### config.mk
export PLATFORM = sky130hd
export DESIGN_NAME = aib_link_bringup_ctrl_flat
export DESIGN_NICKNAME = d
export VERILOG_FILES = /design/src/rtl/aib_link_bringup_ctrl_if.sv /design/src/rtl/aib_link_bringup_ctrl.sv /design/src/flat_wrapper.sv
export SDC_FILE = /design/constraint.sdc
export NUM_CORES = 1
export LEC_CHECK = 0
export ABC_CLOCK_PERIOD_IN_PS = 4300
export CAP_MARGIN = 40
export CELL_PAD_IN_SITES_DETAIL_PLACEMENT = 2
export CELL_PAD_IN_SITES_GLOBAL_PLACEMENT = 2
export CORE_AREA = 2 2 86 88
export CTS_CLUSTER_DIAMETER = 40
export DETAILED_ROUTE_END_ITERATION = 8
export DIE_AREA = 0 0 88 90
export DONT_BUFFER_PORTS = 1
export GPL_TIMING_DRIVEN = 0
export MAX_ROUTING_LAYER = met4
export PLACE_DENSITY_LB_ADDON = 0.25
export SYNTH_ARGS = -nofsm -noshare
export SYNTH_HDL_FRONTEND = slang
export SYNTH_SLANG_ARGS = --single-unit
### constraint.sdc
create_clock -name clk -period 4.3 [get_ports clk]
set_input_delay 0.86 -clock clk [delete_from_list [all_inputs] [get_ports clk]]
set_output_delay 0.86 -clock clk [all_outputs]
set_load 0.01 [all_outputs]
### src/rtl/aib_link_bringup_ctrl_if.sv
// MAC-side control and status pins between the bring-up sequencer and one AIB channel.
`timescale 1ns/1ps
interface aib_link_bringup_ctrl_if;
  logic config_done;
  logic device_detect;
  logic por;
  logic adapter_rstn;
  logic mac_rdy;
  logic tx_lock_req;
  logic rx_lock_req;
  logic tx_transfer_en;
  logic rx_transfer_en;
  logic fs_mac_rdy;

  modport master (
    output config_done, device_detect, por, adapter_rstn, mac_rdy, tx_lock_req, rx_lock_req,
    input  tx_transfer_en, rx_transfer_en, fs_mac_rdy
  );

  modport slave (
    input  config_done, device_detect, por, adapter_rstn, mac_rdy, tx_lock_req, rx_lock_req,
    output tx_transfer_en, rx_transfer_en, fs_mac_rdy
  );
endinterface

### src/rtl/aib_link_bringup_ctrl.sv
// Per-channel AIB bring-up/retrain sequencer: orders config, reset release and lock requests,
// watches transfer enables, and retries a bounded number of times before parking in ERROR.
`timescale 1ns/1ps
module aib_link_bringup_ctrl #(
  parameter int PWR_WAIT   = 20,
  parameter int CFG_WAIT   = 10,
  parameter int RST_WAIT   = 12,
  parameter int RXLOCK_DLY = 20,
  parameter int TIMEOUT    = 1024,
  parameter int MAX_RETRY  = 3,
  parameter int CNT_W      = 16
) (
  input  logic                      clk,
  input  logic                      rstn,
  input  logic                      start,
  input  logic                      retrain,
  input  logic                      ms_nsl,
  aib_link_bringup_ctrl_if.master   aib,
  output logic                      link_up,
  output logic                      link_err,
  output logic [1:0]                retry_cnt,
  output logic [2:0]                state
);

  typedef enum logic [2:0] {
    IDLE    = 3'd0,
    PWRUP   = 3'd1,
    CFG     = 3'd2,
    RSTREL  = 3'd3,
    LOCK    = 3'd4,
    LINK_UP = 3'd5,
    RETRAIN = 3'd6,
    ERROR   = 3'd7
  } state_e;

  localparam logic [CNT_W-1:0] PWR_LAST  = CNT_W'(PWR_WAIT - 1);
  localparam logic [CNT_W-1:0] CFG_LAST  = CNT_W'(CFG_WAIT - 1);
  localparam logic [CNT_W-1:0] RST_LAST  = CNT_W'(RST_WAIT - 1);
  localparam logic [CNT_W-1:0] TO_LAST   = CNT_W'(TIMEOUT - 1);
  localparam logic [CNT_W-1:0] RX_DLY    = CNT_W'(RXLOCK_DLY);
  localparam logic [CNT_W-1:0] CNT_MAX   = '1;
  localparam logic [1:0]       RETRY_MAX = 2'(MAX_RETRY);

  state_e           state_q, state_d;
  logic [CNT_W-1:0] cnt_q, cnt_d;
  logic [1:0]       retry_q, retry_d;
  logic [1:0]       tx_sync, rx_sync, fs_sync;
  logic             fs_prev;
  logic             xfer, fs_fall, retrain_req;
  logic             cfg_on, run_on, lock_on, rx_on;
  logic             config_done_q, detect_q, por_q, adapter_rstn_q, mac_rdy_q;
  logic             tx_lock_q, rx_lock_q, link_up_q, link_err_q;

  // Channel status arrives asynchronously; fs_prev lets LINK_UP see a far-side ready drop as an edge.
  always_ff @(posedge clk or negedge rstn) begin
    if (!rstn) begin
      tx_sync <= '0;
      rx_sync <= '0;
      fs_sync <= '0;
      fs_prev <= 1'b0;
    end else begin
      tx_sync <= {tx_sync[0], aib.tx_transfer_en};
      rx_sync <= {rx_sync[0], aib.rx_transfer_en};
      fs_sync <= {fs_sync[0], aib.fs_mac_rdy};
      fs_prev <= fs_sync[1];
    end
  end

  assign xfer    = tx_sync[1] & rx_sync[1];
  assign fs_fall = fs_prev & ~fs_sync[1];

  always_ff @(posedge clk or negedge rstn) begin
    if (!rstn) begin
      state_q        <= IDLE;
      cnt_q          <= '0;
      retry_q        <= '0;
      config_done_q  <= 1'b0;
      detect_q       <= 1'b0;
      por_q          <= 1'b0;
      adapter_rstn_q <= 1'b0;
      mac_rdy_q      <= 1'b0;
      tx_lock_q      <= 1'b0;
      rx_lock_q      <= 1'b0;
      link_up_q      <= 1'b0;
      link_err_q     <= 1'b0;
    end else begin
      state_q        <= state_d;
      cnt_q          <= cnt_d;
      retry_q        <= retry_d;
      config_done_q  <= cfg_on;
      detect_q       <= cfg_on & ms_nsl;
      por_q          <= cfg_on & ~ms_nsl;
      adapter_rstn_q <= run_on;
      mac_rdy_q      <= run_on;
      tx_lock_q      <= lock_on;
      rx_lock_q      <= rx_on;
      link_up_q      <= (state_d == LINK_UP);
      link_err_q     <= (state_d == ERROR);
    end
  end

  // Outputs are decoded from the next state so every pin moves on the same edge as the state.
  always_comb begin
    state_d     = state_q;
    retry_d     = retry_q;
    retrain_req = 1'b0;

    case (state_q)
      IDLE:    if (start) state_d = PWRUP;
      PWRUP:   if (cnt_q == PWR_LAST) state_d = CFG;
      CFG:     if (cnt_q == CFG_LAST) state_d = RSTREL;
      RSTREL:  if (cnt_q == RST_LAST) state_d = LOCK;
      LOCK: begin
        if (xfer)                   state_d = LINK_UP;
        else if (cnt_q == TO_LAST)  retrain_req = 1'b1;
      end
      LINK_UP: if (retrain || !xfer || fs_fall) retrain_req = 1'b1;
      RETRAIN: if (cnt_q == RST_LAST) state_d = RSTREL;
      ERROR:   state_d = ERROR;
      default: state_d = IDLE;
    endcase

    // Every retrain trigger funnels here so the attempt budget is charged exactly once.
    if (retrain_req) begin
      if (retry_q == RETRY_MAX) begin
        state_d = ERROR;
      end else begin
        state_d = RETRAIN;
        if (retry_q != 2'b11) retry_d = retry_q + 2'd1;
      end
    end

    if (!start) begin
      state_d = IDLE;
      retry_d = '0;
    end

    if (state_d != state_q)   cnt_d = '0;
    else if (cnt_q != CNT_MAX) cnt_d = cnt_q + 1'b1;
    else                       cnt_d = cnt_q;

    cfg_on  = state_d inside {CFG, RSTREL, LOCK, LINK_UP, RETRAIN, ERROR};
    run_on  = state_d inside {RSTREL, LOCK, LINK_UP};
    lock_on = state_d inside {LOCK, LINK_UP};
    rx_on   = (state_d == LINK_UP) || ((state_d == LOCK) && (ms_nsl || (cnt_d >= RX_DLY)));
  end

  assign aib.config_done   = config_done_q;
  assign aib.device_detect = detect_q;
  assign aib.por           = por_q;
  assign aib.adapter_rstn  = adapter_rstn_q;
  assign aib.mac_rdy       = mac_rdy_q;
  assign aib.tx_lock_req   = tx_lock_q;
  assign aib.rx_lock_req   = rx_lock_q;
  assign link_up           = link_up_q;
  assign link_err          = link_err_q;
  assign retry_cnt         = retry_q;
  assign state             = state_q;

endmodule

### src/flat_wrapper.sv
// flat-port wrapper written by rule: the top's interface ports become plain ports
module aib_link_bringup_ctrl_flat 
#(
  parameter int PWR_WAIT   = 20,
  parameter int CFG_WAIT   = 10,
  parameter int RST_WAIT   = 12,
  parameter int RXLOCK_DLY = 20,
  parameter int TIMEOUT    = 1024,
  parameter int MAX_RETRY  = 3,
  parameter int CNT_W      = 16
)
  (clk, rstn, start, retrain, ms_nsl, link_up, link_err, retry_cnt, state, aib_config_done, aib_device_detect, aib_por, aib_adapter_rstn, aib_mac_rdy, aib_tx_lock_req, aib_rx_lock_req, aib_tx_transfer_en, aib_rx_transfer_en, aib_fs_mac_rdy);
  aib_link_bringup_ctrl_if aib_i ();
  input  logic clk;
  input  logic rstn;
  input  logic start;
  input  logic retrain;
  input  logic ms_nsl;
  output logic link_up;
  output logic link_err;
  output logic [1:0] retry_cnt;
  output logic [2:0] state;
  output wire logic [$bits(aib_i.config_done)-1:0] aib_config_done;
  output wire logic [$bits(aib_i.device_detect)-1:0] aib_device_detect;
  output wire logic [$bits(aib_i.por)-1:0] aib_por;
  output wire logic [$bits(aib_i.adapter_rstn)-1:0] aib_adapter_rstn;
  output wire logic [$bits(aib_i.mac_rdy)-1:0] aib_mac_rdy;
  output wire logic [$bits(aib_i.tx_lock_req)-1:0] aib_tx_lock_req;
  output wire logic [$bits(aib_i.rx_lock_req)-1:0] aib_rx_lock_req;
  input wire logic [$bits(aib_i.tx_transfer_en)-1:0] aib_tx_transfer_en;
  input wire logic [$bits(aib_i.rx_transfer_en)-1:0] aib_rx_transfer_en;
  input wire logic [$bits(aib_i.fs_mac_rdy)-1:0] aib_fs_mac_rdy;
  assign aib_config_done = aib_i.config_done;
  assign aib_device_detect = aib_i.device_detect;
  assign aib_por = aib_i.por;
  assign aib_adapter_rstn = aib_i.adapter_rstn;
  assign aib_mac_rdy = aib_i.mac_rdy;
  assign aib_tx_lock_req = aib_i.tx_lock_req;
  assign aib_rx_lock_req = aib_i.rx_lock_req;
  assign aib_i.tx_transfer_en = aib_tx_transfer_en;
  assign aib_i.rx_transfer_en = aib_rx_transfer_en;
  assign aib_i.fs_mac_rdy = aib_fs_mac_rdy;
  aib_link_bringup_ctrl #(.PWR_WAIT(PWR_WAIT), .CFG_WAIT(CFG_WAIT), .RST_WAIT(RST_WAIT), .RXLOCK_DLY(RXLOCK_DLY), .TIMEOUT(TIMEOUT), .MAX_RETRY(MAX_RETRY), .CNT_W(CNT_W)) u_core (.clk(clk), .rstn(rstn), .start(start), .retrain(retrain), .ms_nsl(ms_nsl), .aib(aib_i), .link_up(link_up), .link_err(link_err), .retry_cnt(retry_cnt), .state(state));
endmodule
==> results list, run 1 <==
* Total count of hold-check failures in the final report: 0
- The floorplan step set the die width to 88 microns.
- Share of flip-flops with an asynchronous set or reset: 1.00
- Clock-pin slew was measured on the worst setup and hold paths at 80 ps.
- # IOs: 22
- At the worst endpoint, the required time is 4490 ps.
* Number of clock sinks seen by CTS: 36
- The cell count after synthesis came out at 228.
- Of the synthesized area, sequential elements account for 0.409.
* Clock latency reported for the late side of the worst-skew pair: 290 ps
- Cell leakage power: 0.985 nW
* Post-CTS Setup Bufs: 0
- In the global route stage, overall resource usage came out at 0.172.
* First-pass GRT wire length: 10200 microns
* Routability cong.: 0.825
- Initial drt markers: 95
- Pin count of the biggest net entering global routing: 37
* Floorplan core area: 7020 sq um
- Summed over all layers, the global routing overflow is 0.
* Netlist Area Pre-Place: 2200 sq um
* Number of hold-repair buffers added at the cts stage: 0
- Filler cells: 776
* Power Total: 819 uW
* Critical Setup Path Class: register to register
- Pwr/cell area: 338 nW/um^2
- Ratio of final minimum period to clock period: 0.676
- Worst Clk Skew: 6.59 ps
- Relative to the synthesized area, the layout overhead comes to 9.88%.
* Clock tree from TritonCTS: yes
- The worst setup path is captured at a register.
* Leading cell type in the layout, fill and taps excluded: sky130_fd_sc_hd__dfrtp_1
* Highest clock rate: 344 MHz
* Maximum net fanout on the critical path: 10
- Actual transition at the worst max-transition pin: 762 ps
- After layout, the minimum clock period comes to 2910 ps.
- For this configuration, the core starts out at a cell density of 0.314.
- Headroom to the max-slew limit came out at 0.490.
- Level count of the clock H-tree: 2
- # Max-Cap Violations: 0
* Row count: 31
- Average detailed-routed wire length per instance: 17.9 microns
* Setup_tns: 0 ps
* Number of global-route vias before repair: 1874
- Die ar.: 7920 sq um
- Number of remaining DRC errors: 0
- The final route contains 1729 vias.
- The longest clock path from root to sink contains 2 buffers.
- The root buffer cell chosen for the clock tree is sky130_fd_sc_hd__clkbuf_8.
- The detail route stage leaves a number of antenna-violating nets equal to 0.
- Die Y-Extent: 90 microns
- The most used flip-flop cell after synthesis is sky130_fd_sc_hd__dfrtp_1.
- The final layout contains routed wiring with a total length of 5990 microns.
- The number of antenna diodes in the final layout is 0.
- After synthesis the netlist holds a flip-flop and latch count of 36.
- Count of instances resized after the clock tree is built: 0
- Setup violations remaining at the end of the flow were counted as 0.
* Antenna violations before repair: 0
- The pre-antenna-repair detailed-routing pass consisted of 4 iterations.
- In the routed layout, each cell is associated on average with a via count of 5.16.
- The share of total power dissipated in sequential elements is 0.467.
* Launching element type of the critical path: register
- Summed over all nets, the switching power comes to 260 uW.
- Switching Share: 0.317
* Class of the tightest hold or removal check: input port to async pin
- Counting flops with a built-in enable in the synthesized netlist gives 0.
- The worst-case IR drop observed on VDD is 0.202 mV.
- Finished layout cell area: 2420 sq um
- Unique cell type count in the Yosys netlist: 60
* Run status: finished, final reports clean
- In the layout the commonest cells are sky130_fd_sc_hd__dfrtp_1 (36), sky130_fd_sc_hd__nand2_1 (27), sky130_fd_sc_hd__nor2_1 (21).
- Total Nets Final: 246
- Count of yosys warnings during synthesis: 0
- CTS buffer count: 5
- Post-place instance area: 2330 sq um
- Of the total power, combinational logic draws 0.213.
- Detailed placement finished with a half-perimeter wire length of 4420 microns.
- Share of post-route cells with drive strength above 1: 0.161
- Setup repair after global routing left no endpoint under its margin.
- For this run, the share of the core covered by cells in the final layout is 0.345.
* Port-buffer cells: 0
* Number of nets in the synthesized netlist: 239
- Slack of the worst reg-to-reg path: 1390 ps
* Synthesized area divided by synthesized cell count: 9.66 sq um
- The final max-slew violation count came to 0.
- Signal arrival time at the worst endpoint: 3090 ps
- Share of power burned in the clock network: 0.320
- The internal power of the cells totals 559 uW.
## Yosys cell counts, drive strengths merged, types with 2 or more instances
library cell / count / area [sq um]
mux2i: 3 / 30.0
nor2: 22 / 90.1
and3: 7 / 43.8
nor3b: 5 / 37.5
nor2b: 4 / 32.5
nand3: 12 / 65.1
buf: 13 / 108
nand3b: 3 / 26.3
xnor2: 10 / 87.6
nand2: 27 / 101
ha: 3 / 37.5
nand2b: 2 / 12.5
nor3: 4 / 25.0
xor2: 5 / 62.6
nor4b: 3 / 47.5
inv: 6 / 22.5
or3: 4 / 25.0
clkbuf: 3 / 12.5
nand4: 7 / 43.8
dfrtp: 36 / 901
o31ai: 2 / 15.0
o311a: 2 / 31.3
o211ai: 4 / 35.0
and2: 4 / 27.5
nor4: 5 / 46.3
a31oi: 2 / 12.5
a21oi: 5 / 25.0
and4: 2 / 17.5
o21ai: 8 / 43.8
## area by class of cell
class                           count  area (sq um)  area share
Inverter                            6          22.5     0.00930
Buffer                             16           120      0.0496
Clock buffer                        7          86.3      0.0357
Clock inverter                      1          7.51     0.00310
Multi-Input combinational cell    170          1160       0.479
Tap cell                           99           124      0.0512
Sequential cell                    36           901       0.372
## sequential cells by signal (all words and copies together) (netlist names)
register / cells
u_core.aib.rx_lock_req: 1
u_core.tx_sync: 2
u_core.aib.device_detect: 1
u_core.link_up: 1
u_core.fs_prev: 1
u_core.aib.adapter_rstn: 1
u_core.cnt_q: 16
u_core.aib.config_done: 1
u_core.aib.tx_lock_req: 1
u_core.aib.por: 1
u_core.link_err: 1
u_core.fs_sync: 2
u_core.retry_cnt: 2
u_core.rx_sync: 2
u_core.state: 3
## per-layer routing
metal  GRT usage  vias to the layer above  part of all wire
met4      0.0487                        0             0.013
li1            -                      821                 -
met3      0.0331                        7             0.024
met2       0.258                       22              0.48
met5           -                        -                 0
met1       0.236                      879              0.48
## critical path, stage by stage, from the launching register on
cell and delay, ps:
sky130_fd_sc_hd__dfrtp_1 470, sky130_fd_sc_hd__ha_1 180, sky130_fd_sc_hd__buf_4 170, sky130_fd_sc_hd__nand3_1 170, sky130_fd_sc_hd__nor3_2 490, sky130_fd_sc_hd__a32o_1 350, sky130_fd_sc_hd__nand2b_1 160, sky130_fd_sc_hd__o311a_4 210
sky130_fd_sc_hd__xor2_4 320, sky130_fd_sc_hd__buf_6 210, sky130_fd_sc_hd__nor2_1 60
## kinds of logic after synthesis
| family | share of synthesized area |
|---|---|
| simple gates | 0.312 |
| flops | 0.409 |
| compound gates | 0.115 |
| buf+inv | 0.0647 |
| xor+xnor | 0.0681 |
| mux | 0.0136 |
| fa+ha+maj | 0.0170 |
## final timing paths
check | from | end | cells past startpoint
min in group clk | u_core.tx_sync[0] | u_core.tx_sync[1] | 0
min | rstn | u_core.cnt_q[1] | 0
min reg2reg | u_core.tx_sync[0] | u_core.tx_sync[1] | 0
max | u_core.cnt_q[0] | u_core.cnt_q[9] | 10
max reg2reg | u_core.cnt_q[0] | u_core.cnt_q[9] | 10
max in group asynchronous | rstn | u_core.cnt_q[9] | 0
## metrics by stage
step | setup slack [ps] | hold WS (ps) | instances
2_1_floorplan | 1850 | 331 | 228
6_report | 1390 | 251 | 335
5_1_grt | 1180 | 229 | 335
3_5_place_dp | 1380 | 336 | 327
4_1_cts | 1320 | 241 | 335
3_3_place_gp | 1420 | 333 | 327
## power by group through the flow
stage | clock (mW) | combinational [mW] | sequential (mW)
6_report | 0.262 | 0.175 | 0.382
5_1_grt | 0.284 | 0.199 | 0.385
4_1_cts | 0.270 | 0.180 | 0.382
3_5_place_dp | 0 | 0.179 | 0.389
3_3_place_gp | 0 | 0.173 | 0.388
2_1_floorplan | 0 | 0.133 | 0.383
Note: power is estimated with default switching activity, not from simulation.
==> inputs of run 2 (changes only) <==
Settings changed: ABC_CLOCK_PERIOD_IN_PS 4300 to 2490.
Clock period 4.3 ns to 2.49 ns, I/O delays scaled along.
==> results list, run 2 (synthesis results as in run 1) <==
- Most flops, register: u_core.cnt_q
- Of the cells placed in the final design, the portion with a size suffix greater than 1 is 0.304.
- Number of global-route vias before repair: 1963
- Ratio of final minimum period to clock period: 0.981
- Across all layers, the routed design uses 1837 vias.
- The congestion estimate from routability-driven global placement came to 0.825.
- For the worst-skew pair, the clock arrives at the later sink with an insertion delay of 300 ps.
- Maximum vdd drop: 0.328 mV
- Critical Setup Path Class: register to register
- Share of power burned in the clock network: 0.289
- The longest clock path from root to sink contains 2 buffers.
- The count of buffers added on input and output ports is 0.
- Placed insts: 327
- Chain of cells forming the critical path: buf_6 > nor4b_4 > nand4_1 > or3_1 > o211ai_2 > o311a_4 > xor2_4 > buf_4 > nor3b_2
- Most frequent cells in the layout: sky130_fd_sc_hd__dfrtp_1 (35), sky130_fd_sc_hd__nand2_1 (27), sky130_fd_sc_hd__buf_4 (22)
- Part of the power in registers: 0.409
- Average detailed-routed wire length per instance: 18.6 microns
* Flip-flop count of the largest register, all copies and words added: 16
* Total count of hold-check failures in the final report: 0
* Actual transition at the worst max-transition pin: 521 ps
- Overall routing resource usage: 0.185
- Hold is met by 33.3 ps.
- Number of clock sinks seen by CTS: 36
- Initial drt markers: 89
- Summing internal, switching and leakage power gives 1.59 mW.
* Final std cells w/o fill: 356
- The die is 90 microns tall.
- The pre-antenna-repair detailed-routing pass consisted of 4 iterations.
- First-pass GRT wire length: 10900 microns
- The H-tree was split into 2 levels.
- Final setup violation count: 0
- Number of remaining DRC errors: 0
- The worst pin sits at a relative slew slack of 0.652.
* Maximum net fanout on the critical path: 8
* Slowest Stage Delay on Critical Path: 390 ps
- Summing all non-filler instances in the final layout gives an area of 2710 sq um.
* Switching Share: 0.333
- Die Span X: 88 microns
- Number of diodes added for antenna fixing: 0
- Critical path's slowest cell: sky130_fd_sc_hd__or3_1
- Across the routed clock network, the largest skew measured is 6.96 ps.
- Clock tree synthesis inserted a total of 5 buffers.
- # Max-Cap Violations: 0
* Shortest clock period the worst path allows after layout: 2440 ps
* Filler cells: 757
- The HPWL after detailed placement is 4420 microns.
* Highest clock rate: 409 MHz
* Clock tree from TritonCTS: yes
* Wire length after detailed routing: 6610 microns
* Initial core utilization: 0.314
- Multi-input gate area in the final layout: 1260 sq um
- Global route total overflow: 0
- Once detail routing completed, the nets flagged for antenna violations numbered 0.
- Cell leakage power: 1.13 nW
- In this run the power density over the cells is 586 nW/um^2.
* Final setup margin: 46.1 ps
- STA classifies the critical path startpoint as a register.
- Run status: finished, final reports clean
* Required time reported for the critical path endpoint: 2680 ps
- Worst slack at placement: -431 ps
- Post-CTS clock slew at the launch and capture registers of the worst setup and hold paths: 80 ps
- Pin placement for this block handled 22 I/O pins.
- Layout-stage area growth over the synthesis result: 23.1%
* Critical Path End Type: register
- The final max-slew violation count came to 0.
* Comb power frac: 0.301
- After the last flow step, the layout net total stands at 267.
- Antenna violations before repair: 0
- Pin count of the biggest net entering global routing: 37
- After routing, the total negative slack on setup checks comes to 0 ps.
- Cell internal power was estimated by the tool at 1.06 mW.
* Sw power: 530 uW
- Leading cell type in the layout, fill and taps excluded: sky130_fd_sc_hd__dfrtp_1
- Signal arrival time at the worst endpoint: 2630 ps
* Reg area: 902 sq um
* Unrepaired setup endpoints after global routing: true
* Final Core Density: 0.386
* Class of the tightest hold or removal check: input port to async pin
* Die ar.: 7920 sq um
- In this run the clock root is driven by a sky130_fd_sc_hd__clkbuf_8.
* Floorplan core area: 7020 sq um
- Average via count per standard cell: 5.16
- Row count: 31
- The placed instances occupy a cell area of 2330 sq um.
[run 2: cell count changes in the layout (fill, tap and decap cells not counted), sizes merged]
cell / before / now
clkbuf: 10 / 11
buf: 13 / 33
[run 2: path summary, 6_finish.rpt]
path / startpoint / endpoint / slack, ps / depth (start not counted)
min in group clk: aib_fs_mac_rdy / u_core.fs_sync[0] / 230 / 0
min: rstn / u_core.cnt_q[4] / 30 / 1
max in group asynchronous: rstn / u_core.cnt_q[0] / 2250 / 1
max: u_core.cnt_q[6] / u_core.cnt_q[6] / 50 / 9
max reg2reg: u_core.cnt_q[6] / u_core.cnt_q[6] / 50 / 9
min reg2reg: u_core.tx_sync[0] / u_core.tx_sync[1] / 350 / 0
[run 2: critical path: cells and delay by family (launching register included)]
| kind | cells | cell delay, ps |
|---|---|---|
| AND/OR/NAND/NOR | 4 | 1010 |
| flip-flops | 1 | 380 |
| buffers and inverters | 2 | 330 |
| AO/OA/AOI/OAI | 2 | 330 |
| XOR/XNOR | 1 | 280 |
[run 2: layout make-up]
type | instances | share of cell area
Buffer | 15 | 0.0457
Clock buffer | 7 | 0.0318
Clock inverter | 1 | 0.00277
Inverter | 6 | 0.00830
Multi-Input combinational cell | 170 | 0.464
Sequential cell | 36 | 0.333
Tap cell | 99 | 0.0457
Timing Repair Buffer | 22 | 0.0696
[run 2: timing repair]
action	in CTS	in global routing
buffers inserted	10	10
hold buffers	1	0
setup endpoints to repair	23	21
cloned	1	0
gates resized for setup	13	18
hold endpoints to repair	36	0
pin swaps	8	14
[run 2: layer usage]
layer / wire length (microns) / global-route usage
met1: 3090 / 0.247
met2: 3270 / 0.290
met3: 158 / 0.0303
met4: 91 / 0.0462
met5: 0 / -
[run 2: power by group through the flow]
| stage | registers (mW) | logic (mW) | clock network, mW |
|---|---|---|---|
| floorplan | 0.661 | 0.230 | 0 |
| finish | 0.651 | 0.479 | 0.460 |
| global placement | 0.669 | 0.299 | 0 |
| global route | 0.655 | 0.533 | 0.488 |
| CTS | 0.651 | 0.439 | 0.465 |
| detailed placement | 0.672 | 0.309 | 0 |
